File: src/rtl/fifo_wr_arbiter.sv
// Round-robin write arbiter and pointer controller for a shared FIFO RAM.
// NREQ producers compete for the single RAM write port. A winner may keep
// the port for up to BURST consecutive beats before priority rotates. The
// block also owns the read/write pointers and the occupancy count.
//
// state  | meaning
// -------+-------------------------------------------------------------
// S_IDLE | no owner; a round-robin search from prio picks the next writer
// S_OWN  | owner holds the write port until its burst ends or req drops
//
// The grant is combinational so that a producer's word lands in the RAM in
// the same cycle it is requested. Flags and count follow one cycle later.
module fifo_wr_arbiter #(
    parameter int NREQ  = 4,
    parameter int AW    = 5,
    parameter int DW    = 8,
    parameter int BURST = 2
) (
    input  logic                 clk,
    input  logic                 rst,
    input  logic [NREQ-1:0]      req,
    input  logic [NREQ*DW-1:0]   din,
    input  logic                 rd,
    output logic [NREQ-1:0]      gnt,
    output logic                 wr_en,
    output logic [DW-1:0]        wr_data,
    output logic [AW-1:0]        wr_ptr,
    output logic                 rd_en,
    output logic [AW-1:0]        rd_ptr,
    output logic [AW:0]          count,
    output logic                 full,
    output logic                 emp
);

    localparam int IW = (NREQ > 1) ? $clog2(NREQ) : 1;
    localparam int BW = (BURST > 1) ? $clog2(BURST + 1) : 1;
    localparam logic [AW:0]   DEPTH     = {1'b1, {AW{1'b0}}};
    localparam logic [BW-1:0] BURST_LEN = BW'(BURST);
    localparam logic [IW-1:0] LAST_IDX  = IW'(NREQ - 1);

    typedef enum logic {
        S_IDLE,
        S_OWN
    } state_t;

    state_t          state;
    logic [IW-1:0]   prio;
    logic [IW-1:0]   owner;
    logic [BW-1:0]   beat;

    logic            win_found;
    logic [IW-1:0]   win_idx;
    logic [IW-1:0]   cand;
    logic [BW-1:0]   beat_nxt;

    // Wrap an index to the next producer in round-robin order.
    function automatic logic [IW-1:0] next_idx(input logic [IW-1:0] i);
        if (i == LAST_IDX)
            return '0;
        else
            return i + IW'(1);
    endfunction

    assign full  = (count == DEPTH);
    assign emp   = (count == '0);
    assign wr_en = |gnt;
    assign rd_en = rd & ~emp & ~rst;

    assign beat_nxt = beat + BW'(1);

    // Round-robin search: walk downward so the closest requester to prio wins last.
    always_comb begin
        win_found = 1'b0;
        win_idx   = '0;
        cand      = '0;
        for (int k = NREQ - 1; k >= 0; k--) begin
            cand = IW'((int'(prio) + k) % NREQ);
            if (req[cand]) begin
                win_found = 1'b1;
                win_idx   = cand;
            end
        end
    end

    // Grant decode: the arbiter winner in IDLE, only the owner in OWN, nothing when full.
    always_comb begin
        gnt = '0;
        if (!rst && !full) begin
            if (state == S_IDLE) begin
                if (win_found)
                    gnt[win_idx] = 1'b1;
            end else if (req[owner]) begin
                gnt[owner] = 1'b1;
            end
        end
    end

    // Write-data mux; gnt is one-hot or zero so OR-ing the slices is safe.
    always_comb begin
        wr_data = '0;
        for (int i = 0; i < NREQ; i++) begin
            if (gnt[i])
                wr_data = wr_data | din[i*DW +: DW];
        end
    end

    // Pointers and occupancy; a simultaneous read and write leaves count unchanged.
    always_ff @(posedge clk) begin
        if (rst) begin
            wr_ptr <= '0;
            rd_ptr <= '0;
            count  <= '0;
        end else begin
            if (wr_en)
                wr_ptr <= wr_ptr + AW'(1);
            if (rd_en)
                rd_ptr <= rd_ptr + AW'(1);
            case ({wr_en, rd_en})
                2'b10:   count <= count + (AW+1)'(1);
                2'b01:   count <= count - (AW+1)'(1);
                default: count <= count;
            endcase
        end
    end

    // Ownership FSM: start bursts, count beats, rotate priority when a burst ends.
    always_ff @(posedge clk) begin
        if (rst) begin
            state <= S_IDLE;
            prio  <= '0;
            owner <= '0;
            beat  <= '0;
        end else begin
            case (state)
                S_IDLE: begin
                    if (!full && win_found) begin
                        if (BURST == 1) begin
                            prio <= next_idx(win_idx);
                        end else begin
                            state <= S_OWN;
                            owner <= win_idx;
                            beat  <= BW'(1);
                        end
                    end
                end
                S_OWN: begin
                    if (req[owner]) begin
                        // A full FIFO stalls the owner without losing the burst.
                        if (!full) begin
                            beat <= beat_nxt;
                            if (beat_nxt == BURST_LEN) begin
                                state <= S_IDLE;
                                prio  <= next_idx(owner);
                            end
                        end
                    end else begin
                        // Owner dropped its request: one bubble, then rotate.
                        state <= S_IDLE;
                        prio  <= next_idx(owner);
                    end
                end
                default: state <= S_IDLE;
            endcase
        end
    end

endmodule

File: config.mk
export PLATFORM = sky130hd
export DESIGN_NAME = fifo_wr_arbiter
export DESIGN_NICKNAME = d
export VERILOG_FILES = /design/src/rtl/fifo_wr_arbiter.sv
export SDC_FILE = /design/constraint.sdc
export NUM_CORES = 1
export LEC_CHECK = 0
export ABC_AREA = 1
export BUFFER_PORTS_ARGS = -buffer_cell sky130_fd_sc_hd__buf_4
export CORE_MARGIN = 10
export CORE_UTILIZATION = 40
export CTS_BUF_LIST = sky130_fd_sc_hd__clkbuf_8
export DETAILED_ROUTE_END_ITERATION = 8
export HOLD_SLACK_MARGIN = 0.06
export PLACE_DENSITY = 0.68
export RECOVER_POWER = 25
export SYNTH_ARGS = -nofsm -noshare
export SYNTH_HDL_FRONTEND = slang
export SYNTH_SLANG_ARGS = --single-unit
export TNS_END_PERCENT = 20
File: constraint.sdc
create_clock -name clk -period 3.6 [get_ports clk]
set_input_delay 0.72 -clock clk [delete_from_list [all_inputs] [get_ports clk]]
set_output_delay 0.72 -clock clk [all_outputs]
set_load 0.01 [all_outputs]
# ---- Yosys cells after proc, flatten, opt, wreduce, memory -nomap -nowiden
# Cells that the tools add are included.
dict set report totals {
  register_bits 23
  inputBits 39
  out_inout_bits 32
  wordCells 98
}
dict set report op_classes {
  n_addsub 9
  magnitude_cmp 8
  n_eq_ne 10
  muxes 44
  bitwise_logic 8
  n_reduce_logical 12
}
# op n
set op_table {}
lappend op_table {{2-to-1 mux 8 bit} 4}
lappend op_table {{OR 8 bit} 3}
lappend op_table {{2-to-1 mux 2 bit} 11}
lappend op_table {{< comparator 2 x 3 -> 1 bit, second input constant} 6}
lappend op_table {{2-to-1 mux 4 bit} 4}
lappend op_table {{2-to-1 mux 1 bit} 15}
lappend op_table {{case mux 6 bit (2 select lines)} 1}
lappend op_table {{adder 5 x 1 -> 5 bit, second input constant} 2}
lappend op_table {{binary-select mux 1 bit (select 2 bit)} 5}
lappend op_table {{adder 2 x 1 -> 2 bit, second input constant} 3}
lappend op_table {{adder 6 x 1 -> 6 bit, second input constant} 1}
lappend op_table {{equality test 2 bit, second input constant} 3}
lappend op_table {{equality test 6 bit, second input constant} 1}
lappend op_table {{logical NOT 6 bit} 1}
lappend op_table {{inequality test 2 x 1 -> 1 bit, second input constant} 3}
lappend op_table {{AND reduction 3 bit} 2}
lappend op_table {{subtractor 6 x 1 -> 6 bit, second input constant} 1}
lappend op_table {{adder 2 bit, second input constant} 2}
lappend op_table {{demux 1 bit (select 2 bit)} 2}
lappend op_table {{greater-or-equal comparator 2 x 1 -> 1 bit, second input constant} 2}
lappend op_table {{logical AND 1 bit} 4}
lappend op_table {{inequality test 2 bit, second input constant} 2}
lappend op_table {{case mux 2 bit (2 select lines)} 1}
lappend op_table {{OR reduction 4 bit} 1}
lappend op_table {{other kinds (7)} 11}

# ---- Depth between registers and ports, before layout
# Gate-level depths: netlist (run 1).
dict set report depth {
  word_depth 21
  mapped_depth 25
  ltp_nobuf 24
}

# ---- Least setup slack after synthesis (run 1)
# No wires, ideal clock.
dict set report synth_path {
  path_type {input port to flip-flop}
  startpoint {in req[0]}
  endpoint {reg count[5]}
  setup_ps 119
  arrival_time_ps 3163
  required_ps 3481
  path_slack_ps 317
  cell_stages 23
  cell_sequence {inv_1 -> nand2_2 -> and2_4 -> nand2_2 -> nand2_2 -> clkinv_2 -> nand3_2 -> nand2_2 -> nand2_1 -> nand2_1 -> nand3_2 -> nand2_4 -> nor2_8 -> ha_1 -> ha_1 -> a21oi_1 -> and2_1 -> o21bai_1 -> a21oi_1 -> o21ai_0 -> a21o_1 -> o21ai_0 -> a21oi_1}
}
dict set report synth_between {
  elab_chain_len 16
  word_cells_on_any_way 32
  classes_between {2 x order compare; 2 x eq/ne; 25 x mux; 3 x reduce/logical}
}
# element line_no
set synth_rtl {}
lappend synth_rtl {{start: declaration} 21} ;# input logic [NREQ-1:0] req,
lappend synth_rtl {{binary-select mux 1 bit (select 2 bit)} 78} ;# if (req[cand]) begin
lappend synth_rtl {{2-to-1 mux 1 bit (not written as such)} 78}
lappend synth_rtl {{2-to-1 mux 2 bit (4 in series)} 78}
lappend synth_rtl {{< comparator 2 x 3 -> 1 bit (not written as such) or greater-or-equal comparator 2 x 1 -> 1 bit (tied branches)} 91} ;# gnt[win_idx] = 1'b1;
lappend synth_rtl {{logical AND 1 bit (not written as such)} 91}
lappend synth_rtl {{2-to-1 mux 1 bit (not written as such)} 91}
lappend synth_rtl {{demux 1 bit (select 2 bit)} 91}
lappend synth_rtl {{2-to-1 mux 4 bit} 90} ;# if (win_found)
lappend synth_rtl {{2-to-1 mux 4 bit *} 89} ;# if (state == S_IDLE) begin
lappend synth_rtl {{2-to-1 mux 4 bit *} 88} ;# if (!rst && !full) begin
lappend synth_rtl {{OR reduction 4 bit *} 66} ;# assign wr_en = |gnt;
lappend synth_rtl {{equality test 2 x 1 -> 1 bit or equality test 2 bit (tied branches)} 118} ;# case ({wr_en, rd_en})
lappend synth_rtl {{case mux 6 bit (2 select lines) or nonzero test 2 bit (tied branches)} -}
lappend synth_rtl {{end signal: assignment} 119} ;# 2'b10: count <= count + (AW+1)'(1);
lappend synth_rtl {{end signal: assignment} 120} ;# 2'b01: count <= count - (AW+1)'(1);
lappend synth_rtl {{end signal: assignment} 121} ;# default: count <= count;
lappend synth_rtl {{end: declaration} 30} ;# output logic [AW:0] count,
# Every way passes the cells marked *; elsewhere a longest branch is shown, timed or not. The select of a mux whose other input is x is not followed.
# A chain may end at the register's enable or synchronous reset.

# ---- Worst setup path after layout (run 1)
dict set report layout_path {
  startpoint {in req[1]}
  endpoint {reg count[5]}
}
# The elaborated chain is that of the path after synthesis.

==> results_dict.tcl, run 1 <==
set metrics [dict create \
    power_density_nw_per_um2 808.8 \
    rows 24 \
    syn_nets 333 \
    finalSetupViolCount 0 \
    die_h_um 87.58 \
    r2r_cells 19 \
    placedInstanceArea_um2 2417 \
    leakage_nw 1.225 \
    clock_path_buffers 2 \
    timing.setup.tns_ps 0 \
    regArea_um2 461.7 \
    cpPeakStageDelay_ps 340 \
    cts_hold_buf 0 \
    multiInputGateArea_um2 1176 \
    antenna_found_initial 0 \
    cts_tree "built" \
    wirelength_um 5043 \
    firstDrtPassIters 4 \
    cts_root_buf "clkbuf_8" \
    avgSynthCellArea_um2 6.501 \
    switchingPower_w 0.0009836 \
    slew_headroom 0.7459 \
    n_fill_cell 450 \
    sw_frac_of_total 0.5021 \
    synthCells 281 \
    status "finished, final reports clean" \
    drive_gt1_frac 0.2768 \
    holdPathStages 1 \
    regToRegSetupSlack_ps 370 \
    drtAntennaViolNets 0 \
    portBuffers 70 \
    finalHoldViolCount 0 \
    worst_path_max_delay_cell "ha_1" \
    max_freq_ghz 0.3015 \
    crit_chain "buf_4 > inv_1 > nand2_1 > and2_4 > nand2_2 > nand2_2 > clkinv_2 > nand3_2 > nand2_2 > nand2_1 > nand2_1 > nand3_2 > nand2_4 > nor2_8 > ha_1 > ha_1 > a21oi_1 > and2_1 > o21bai_1 > a21oi_1 > o21ai_0 > a21o_1 > o21ai_0 > a21oi_1" \
    arrival_ps 3470 \
    rsz0062_at_grt "false" \
    period_needed_ps 3316 \
    routed_via_density 4.909 \
    dp_hpwl_um 4180 \
    grt_pass1_wl_um 8445 \
    vias 1993 \
    numCtsBuffers 3 \
    die_x_um 87.58 \
    ys_types 32 \
    path_max_fanout 4 \
    synth-seq-cells 23 \
    gr-usage-all-layers 0.1277 \
    p_int_w 0.0009755 \
    mostFrequentLayoutCells "nand2_1, buf_4, inv_1" \
    cts_max_level 1 \
    post_cts_buffers 0 \
    post_cts_resized 0 \
    placed_cells 402 \
    io_pins 71 \
    area_growth_pct 32.60 \
    initial_core_util 0.4167 \
    fin_nets 407 \
    cts_sinks 23 \
    gp_congestion 0.9263 \
    fin_skew_ps 3.022 \
    synth.cell_area_um2 1827 \
    fin_crit_sh 0.9212 \
    drc 0 \
    holdPathEnd "rd_ptr[4]$_SDFFE_PP0P_" \
    critPathCaptureType "register" \
    combPwrFrac 0.705 \
    max-cap-violations 0 \
    p_clk_frac 0.079 \
    worstPathRequired_ps 3750 \
    final_cells 406 \
    crit_path_start_kind "input pin" \
    r2r-start "count[0]$_SDFFE_PP0P_" \
    num_antenna_cells 0 \
    ir_drop_mv 0.3740 \
    slew_violations 0 \
    hp-class "reg2reg" \
    synth_warnings 0 \
    holdCritStartpoint "rd_ptr[4]$_SDFFE_PP0P_" \
    path_clk_slew_ps 80 \
    die_area_um2 7670 \
    wl_per_cell_um 12.42 \
    grt_pass1_vias 1906 \
    grt_overflow 0 \
    fin_area_um2 2422 \
    yosysSeqAreaShare 0.2521 \
    r2r_end "count[5]$_SDFFE_PP0P_" \
    worst_slew_pin_slew_ps 379.8 \
    fin_ws_ps 283.6 \
    core_um2 4384 \
    grt_max_degree 14 \
    critical_path_class "in2reg" \
    layout_commonest_cell "nand2_1" \
    post-place-ws_ps 12.26 \
    drt_iter0_drc 62 \
    seqPwrFrac 0.216 \
    clock_latency_ps 260 \
]
[power by group through the flow]
| stage | clock [W] | sequential, W | combinational (W) |
|---|---|---|---|
| after detailed placement | 0 | 0.000427 | 0.00142 |
| after global routing | 0.000176 | 0.000438 | 0.00158 |
| final | 0.000155 | 0.000422 | 0.00138 |
| after global placement | 0 | 0.000430 | 0.00141 |
| after floorplan | 0 | 0.000414 | 0.000956 |
| after CTS | 0.000162 | 0.000423 | 0.00142 |
[routing by layer]
| layer | vias to the layer above | part of all wire | global-route usage |
|---|---|---|---|
| li1 | 1055 | - | - |
| met1 | 872 | 0.48 | 0.1645 |
| met5 | - | 0 | 0 |
| met4 | 0 | 0.0058 | 0.03043 |
| met2 | 62 | 0.43 | 0.2063 |
| met3 | 4 | 0.089 | 0.03435 |
[registers in the layout, summed over array words and instances, names as in the netlist]
register  flops
count         6
rd_ptr        5
wr_ptr        5
beat          2
owner         2
prio          2
state         1
[critical path, delay by kind of cell]
kind            cells  cell delay, ps
fa+ha+maj           2             560
buf+inv             3             220
simple gates       12            1110
compound gates      7             830
[through the flow]
stage | hold WS, ps | utilization | power [W]
2_1_floorplan | 433.2 | - | 0.001370
3_3_place_gp | 451.0 | 0.5514 | 0.001843
3_5_place_dp | 448.9 | 0.5514 | 0.001843
4_1_cts | 462.8 | 0.5616 | 0.002006
5_1_grt | 505.5 | 0.5525 | 0.002196
6_report | 455.1 | 0.5525 | 0.001959
[kinds of logic after synthesis]
group	Yosys count	share of synthesized area
flops	23	0.2521
xor+xnor	6	0.02877
compound gates	53	0.1623
simple gates	139	0.3596
buf+inv	47	0.1041
fa+ha+maj	13	0.09315
[cell type report]
| type | count | share of cell area |
|---|---|---|
| clock inverter | 1 | 0.001550 |
| timing repair buffer | 73 | 0.2092 |
| multi-input combinational | 211 | 0.4855 |
| sequential | 23 | 0.1906 |
| inverter | 43 | 0.06922 |
| clock buffer | 3 | 0.01705 |
| tap | 52 | 0.02686 |
[synthesized netlist by cell type (all sizes together)]
| library cell | number | area, um2 |
|---|---|---|
| a21o | 1 | 7.510 |
| clkbuf | 1 | 3.750 |
| nand3 | 17 | 105.1 |
| and2 | 2 | 15.02 |
| clkinv | 1 | 5.000 |
| a21boi | 1 | 11.26 |
| a211oi | 3 | 22.52 |
| ha | 12 | 150.1 |
| o21bai | 1 | 7.510 |
| nor2 | 22 | 98.85 |
| fa | 1 | 20.02 |
| buf | 3 | 18.77 |
| a31oi | 1 | 6.260 |
| nand4 | 9 | 56.30 |
| dfxtp | 23 | 460.4 |
| xor2 | 1 | 8.760 |
| nand2 | 87 | 371.6 |
| inv | 42 | 162.7 |
| nor3 | 2 | 10.01 |
| o21ai | 25 | 125.1 |
| xnor2 | 5 | 43.79 |
| a21oi | 21 | 116.4 |
[how the worst max path moves through the flow]
stage,start,to,slack [ps],cells past startpoint
after floorplan,req[0],count[5]$_SDFFE_PP0P_,320,23
after global placement,req[1],count[5]$_SDFFE_PP0P_,70,24
after detailed placement,req[1],count[5]$_SDFFE_PP0P_,10,24
after CTS,prio[0]$_SDFFE_PP0P_,count[5]$_SDFFE_PP0P_,290,24
after global routing,req[3],count[5]$_SDFFE_PP0P_,20,22
final,req[1],count[5]$_SDFFE_PP0P_,280,24
No activity file was read; power rests on OpenSTA's default activity.
==> run 2, diff against run 1 <==
--- a/config.mk
+++ b/config.mk
@@ -14,6 +14,8 @@
 export HOLD_SLACK_MARGIN = 0.06
 export PLACE_DENSITY = 0.68
 export RECOVER_POWER = 25
+export REMOVE_ABC_BUFFERS = 1
+export SETUP_SLACK_MARGIN = 0.5
 export SYNTH_ARGS = -nofsm -noshare
 export SYNTH_HDL_FRONTEND = slang
 export SYNTH_SLANG_ARGS = --single-unit
==> results_dict.tcl, run 2 (synthesized netlist as in run 1, its figures left out) <==
set metrics [dict create \
    dp_hpwl_um 4420 \
    wl_per_cell_um 14.08 \
    layout_commonest_cell "buf_4" \
    rsz0062_at_grt "true" \
    grt_overflow 0 \
    slew_headroom 0.7441 \
    grt_max_degree 14 \
    max_freq_ghz 0.3143 \
    rows 24 \
    cts_max_level 1 \
    cts_tree "built" \
    finalHoldViolCount 0 \
    num_antenna_cells 0 \
    drtAntennaViolNets 0 \
    routed_via_density 5.086 \
    clock_latency_ps 260 \
    die_area_um2 7670 \
    fin_area_um2 2689 \
    biggestRegsByFlops "count: 6 flops, rd_ptr: 5 flops, wr_ptr: 5 flops" \
    gp_congestion 0.9998 \
    drc 0 \
    vias 2141 \
    period_needed_ps 3181 \
    numCtsBuffers 3 \
    power_density_nw_per_um2 852.2 \
    wirelength_um 5929 \
    drt_iter0_drc 75 \
    drive_gt1_frac 0.3767 \
    r2r_cells 24 \
    crit_path_start_kind "input pin" \
    die_h_um 87.58 \
    core_um2 4384 \
    r2r-start "prio[0]$_SDFFE_PP0P_" \
    mostFrequentLayoutCells "buf_4, nand2_1, inv_1" \
    die_x_um 87.58 \
    critical_path_class "in2reg" \
    path_clk_slew_ps 80 \
    grt_pass1_wl_um 8797 \
    largest_reg_flops 6 \
    firstDrtPassIters 4 \
    area_growth_pct 47.19 \
    path_max_fanout 3 \
    critPathCaptureType "register" \
    status "finished, final reports clean" \
    holdPathStages 1 \
    grt_pass1_vias 2028 \
    gr-usage-all-layers 0.1348 \
    portBuffers 70 \
    fin_nets 422 \
    leakage_nw 1.324 \
    arrival_ps 3340 \
    final_util 0.6133 \
    fin_crit_sh 0.8837 \
    slew_violations 0 \
    crit_chain "buf_4 > inv_1 > nand2_1 > nand3_2 > nand2_1 > nand2_1 > nand2_1 > nand2_1 > nand3_1 > nand2_1 > nand3_2 > nand2_4 > nor2_8 > ha_4 > ha_4 > a21oi_2 > and2_4 > o21bai_4 > a21oi_2 > o21ai_1 > a21o_1 > o21ai_1 > a21oi_1" \
    holdCritStartpoint "rd_ptr[4]$_SDFFE_PP0P_" \
    max-cap-violations 0 \
    initial_core_util 0.4167 \
    finalSetupViolCount 0 \
    ir_drop_mv 0.5102 \
    worstPathRequired_ps 3760 \
    regToRegSetupSlack_ps 500 \
    cpMostUsedCell "nand2_1" \
    cpPeakStageDelay_ps 240 \
    cts_sinks 23 \
    r2r_end "count[5]$_SDFFE_PP0P_" \
    antenna_found_initial 0 \
    holdPathEnd "rd_ptr[4]$_SDFFE_PP0P_" \
    fin_skew_ps 4.690 \
    worst_path_max_delay_cell "ha_4" \
    io_pins 71 \
    placedInstanceArea_um2 2417 \
    hp-class "reg2reg" \
    worst_slew_pin_slew_ps 379.9 \
    top_register "count" \
    clock_path_buffers 2 \
    cts_root_buf "clkbuf_8" \
]
[run 2: critical path: cells and delay by family]
family,cells,cell delay (ps)
AOI/OAI and AO/OA,7,850
buffers and inverters,2,180
and+or+nand+nor,12,1180
adders and majority gates,2,410
[run 2: layout make-up]
| class | instances | area, um2 |
|---|---|---|
| Fill cell | 406 | 1695 |
| Timing Repair Buffer | 88 | 634.4 |
| Tap cell | 52 | 65.06 |
| Clock buffer | 3 | 41.29 |
| Clock inverter | 1 | 5.005 |
| Inverter | 43 | 173.9 |
| Sequential cell | 23 | 465.4 |
| Multi-Input combinational cell | 211 | 1304 |
[run 2: what timing repair did]
action	CTS	global route
hold endpoints to repair	0	0
setup buffers	6	9
resized for setup	11	30
pin swaps	5	22
hold buffers	0	0
setup endpoints to repair	2	12
[run 2: per-stage QoR]
stage	hold WS, ps	std cells	total power, W	TNS, ps	setup WS, ps
floorplan	433.2	277	0.001356	0	307.0
global placement	440.1	402	0.001845	0	87.71
detailed placement	445.6	402	0.001858	-18.01	-18.01
CTS	456.0	412	0.002144	0	530.9
global route	502.9	421	0.002495	0	300.3
finish	449.2	421	0.002292	0	418.8
[run 2: power by group]
group	internal, W	switching (W)	total (W)
sequential	0.000337	0.0000984	0.000436
clock	0.0000772	0.0000816	0.000159
combinational	0.000740	0.000957	0.00170
[run 2: worst max-delay path by stage]
| stage | start | to | slack (ps) | depth (start not counted) |
|---|---|---|---|---|
| 5_1_grt | req[2] | count[5]$_SDFFE_PP0P_ | 300 | 24 |
| 4_1_cts | req[1] | count[5]$_SDFFE_PP0P_ | 530 | 25 |
| 2_1_floorplan | req[1] | count[5]$_SDFFE_PP0P_ | 310 | 23 |
| 3_5_place_dp | req[1] | count[5]$_SDFFE_PP0P_ | -20 | 24 |
| 3_3_place_gp | req[1] | count[5]$_SDFFE_PP0P_ | 90 | 24 |
| 6_report | req[2] | count[5]$_SDFFE_PP0P_ | 420 | 23 |
[run 2: metal layers]
metal,up-vias,global-route usage,routed length (um)
li1,1087,-,-
met1,966,0.1574,2613
met2,82,0.2269,2708
met3,6,0.04457,544
met4,0,0.04348,63
met5,-,0,0
==> run 3, diff against run 2 <==
--- a/config.mk
+++ b/config.mk
@@ -12,7 +12,7 @@
 export CTS_BUF_LIST = sky130_fd_sc_hd__clkbuf_8
 export DETAILED_ROUTE_END_ITERATION = 8
 export HOLD_SLACK_MARGIN = 0.06
-export PLACE_DENSITY = 0.68
+export PLACE_DENSITY = 0.79
 export RECOVER_POWER = 25
 export REMOVE_ABC_BUFFERS = 1
 export SETUP_SLACK_MARGIN = 0.5
==> results_dict.tcl, run 3 (synthesized netlist as in run 1, its figures left out) <==
set metrics [dict create \
    status "finished, final reports clean" \
    critical_path_class "in2reg" \
    top_register "count" \
    critical_path_depth 23 \
    final_cells 416 \
    grt_max_degree 14 \
    cpPeakStageDelay_ps 220 \
    slew_headroom 0.7395 \
    drive_gt1_frac 0.3901 \
    ir_drop_mv 0.5871 \
    mostFrequentLayoutCells "buf_4, nand2_1, inv_1" \
    finalSetupViolCount 0 \
    rsz0062_at_grt "true" \
    worst_path_max_delay_cell "ha_4" \
    cts_root_buf "clkbuf_8" \
    wl_per_cell_um 13.59 \
    path_max_fanout 4 \
    initial_core_util 0.4167 \
    crit_chain "buf_4 > inv_2 > nand2_2 > and2_4 > nor2_2 > nand3_1 > nor2_1 > nor2_2 > nand3_2 > nand2_2 > nand2_4 > nand2_4 > nor2_8 > ha_4 > ha_4 > a21oi_2 > and2_4 > o21bai_1 > a21oi_2 > o21ai_1 > a21o_1 > o21ai_1 > a21oi_1" \
    routed_via_density 4.986 \
    maxUsedRoutingLayer "met4" \
    critPathCaptureType "register" \
    drt-met1-wl_um 2551 \
    grt_pass1_vias 1965 \
    slew_violations 0 \
    fin_nets 417 \
    routed-wl-met2_um 2648 \
    hp-class "reg2reg" \
    p_total_w 0.002287 \
    cts_sinks 23 \
    drtAntennaViolNets 0 \
    clock_path_buffers 2 \
    r2r_cells 22 \
    drc 0 \
    cp_top_family "simple AND/OR/NAND/NOR gates" \
    largest_reg_flops 6 \
    route.met3.wl_um 441 \
    firstDrtPassIters 4 \
    die_area_um2 7670 \
    biggestRegsByFlops "count: 6 flops, rd_ptr: 5 flops, wr_ptr: 5 flops" \
    crit_path_start_kind "input pin" \
    timing.setup.tns_ps 0 \
    gp_congestion 0.8811 \
    r2r_end "count[5]$_SDFFE_PP0P_" \
    arrival_ps 3270 \
    max-cap-violations 0 \
    worstPathRequired_ps 3760 \
    critPathLaunch "req[1]" \
    num_antenna_cells 0 \
    r2r-start "prio[0]$_SDFFE_PP0P_" \
    max_freq_ghz 0.3212 \
    numCtsBuffers 3 \
    cts_max_level 1 \
    gr-usage-all-layers 0.1335 \
    leakage_nw 1.304 \
    core_um2 4384 \
    die_x_um 87.58 \
    finalHoldViolCount 0 \
    power_density_nw_per_um2 851.1 \
    grt_pass1_wl_um 8742 \
    wirelength_um 5653 \
    path_clk_slew_ps 80 \
    worst_slew_pin_slew_ps 389.3 \
    clock_latency_ps 260 \
    portBuffers 70 \
    antenna_found_initial 0 \
    vias 2074 \
    whs_ps 462.1 \
    io_pins 71 \
    cts_tree "built" \
    dp_hpwl_um 4307 \
    drt_iter0_drc 87 \
    fin_skew_ps 3.908 \
    crit_buf_inv 2 \
    regToRegSetupSlack_ps 580 \
    grt_overflow 0 \
    period_needed_ps 3113 \
    endpoint "count[5]$_SDFFE_PP0P_" \
    placed_cells 402 \
    die_h_um 87.58 \
    rows 24 \
    layout_commonest_cell "buf_4" \
    area_growth_pct 47.12 \
    fin_crit_sh 0.8647 \
]
## run 3: changes by cell type in the layout (fill, tap and decap cells not counted), sizes merged
cell and delta:
inv +1, buf -5, clkinv -1
## run 3: layout make-up
cell class                 instances  area, um2
clock buffer                       3      41.29
fill                             416       1697
inverter                          43      171.4
clock inverter                     1      5.005
timing repair buffer              83      596.8
multi-input combinational        211       1343
sequential                        23      465.4
tap                               52      65.06
## run 3: how the worst min path moves through the flow
stage,cells past startpoint,endpoint,slack (ps),from
4_1_cts,1,rd_ptr[4]$_SDFFE_PP0P_,460,rd_ptr[4]$_SDFFE_PP0P_
6_report,1,rd_ptr[4]$_SDFFE_PP0P_,460,rd_ptr[4]$_SDFFE_PP0P_
3_5_place_dp,1,rd_ptr[4]$_SDFFE_PP0P_,450,rd_ptr[4]$_SDFFE_PP0P_
2_1_floorplan,2,beat[1]$_SDFFE_PP0P_,430,beat[1]$_SDFFE_PP0P_
3_3_place_gp,1,rd_ptr[4]$_SDFFE_PP0P_,440,rd_ptr[4]$_SDFFE_PP0P_
5_1_grt,1,rd_ptr[4]$_SDFFE_PP0P_,490,rd_ptr[4]$_SDFFE_PP0P_
## run 3: through the flow
step,utilization,instance area (um2),worst slack (ps)
6_report,0.6130,2688,487.0
5_1_grt,0.6130,2688,348.8
3_3_place_gp,0.5514,2417,104.6
2_1_floorplan,-,1804,307.0
4_1_cts,0.5751,2521,504.3
3_5_place_dp,0.5514,2417,13.60
## run 3: where the power goes
| part | internal (W) | leakage, nW | switching (W) |
|---|---|---|---|
| combinational | 0.000743 | 1.09 | 0.000950 |
| sequential | 0.000337 | 0.190 | 0.0000993 |
| clock | 0.0000771 | 0.0255 | 0.0000811 |
| total | 0.00116 | 1.30 | 0.00113 |
## run 3: layer usage
metal	track usage	up-vias
met2	0.2235	66
li1	-	1079
met3	0.03993	2
met4	0.02754	0
met5	0	-
met1	0.1650	927
## run 3: timing repair
| action | CTS | global route |
|---|---|---|
| buffers inserted | 2 | 8 |
| setup endpoints to repair | 2 | 13 |
| pin swaps | 2 | 26 |
| resized for setup | 7 | 43 |
| hold buffers | 0 | 0 |
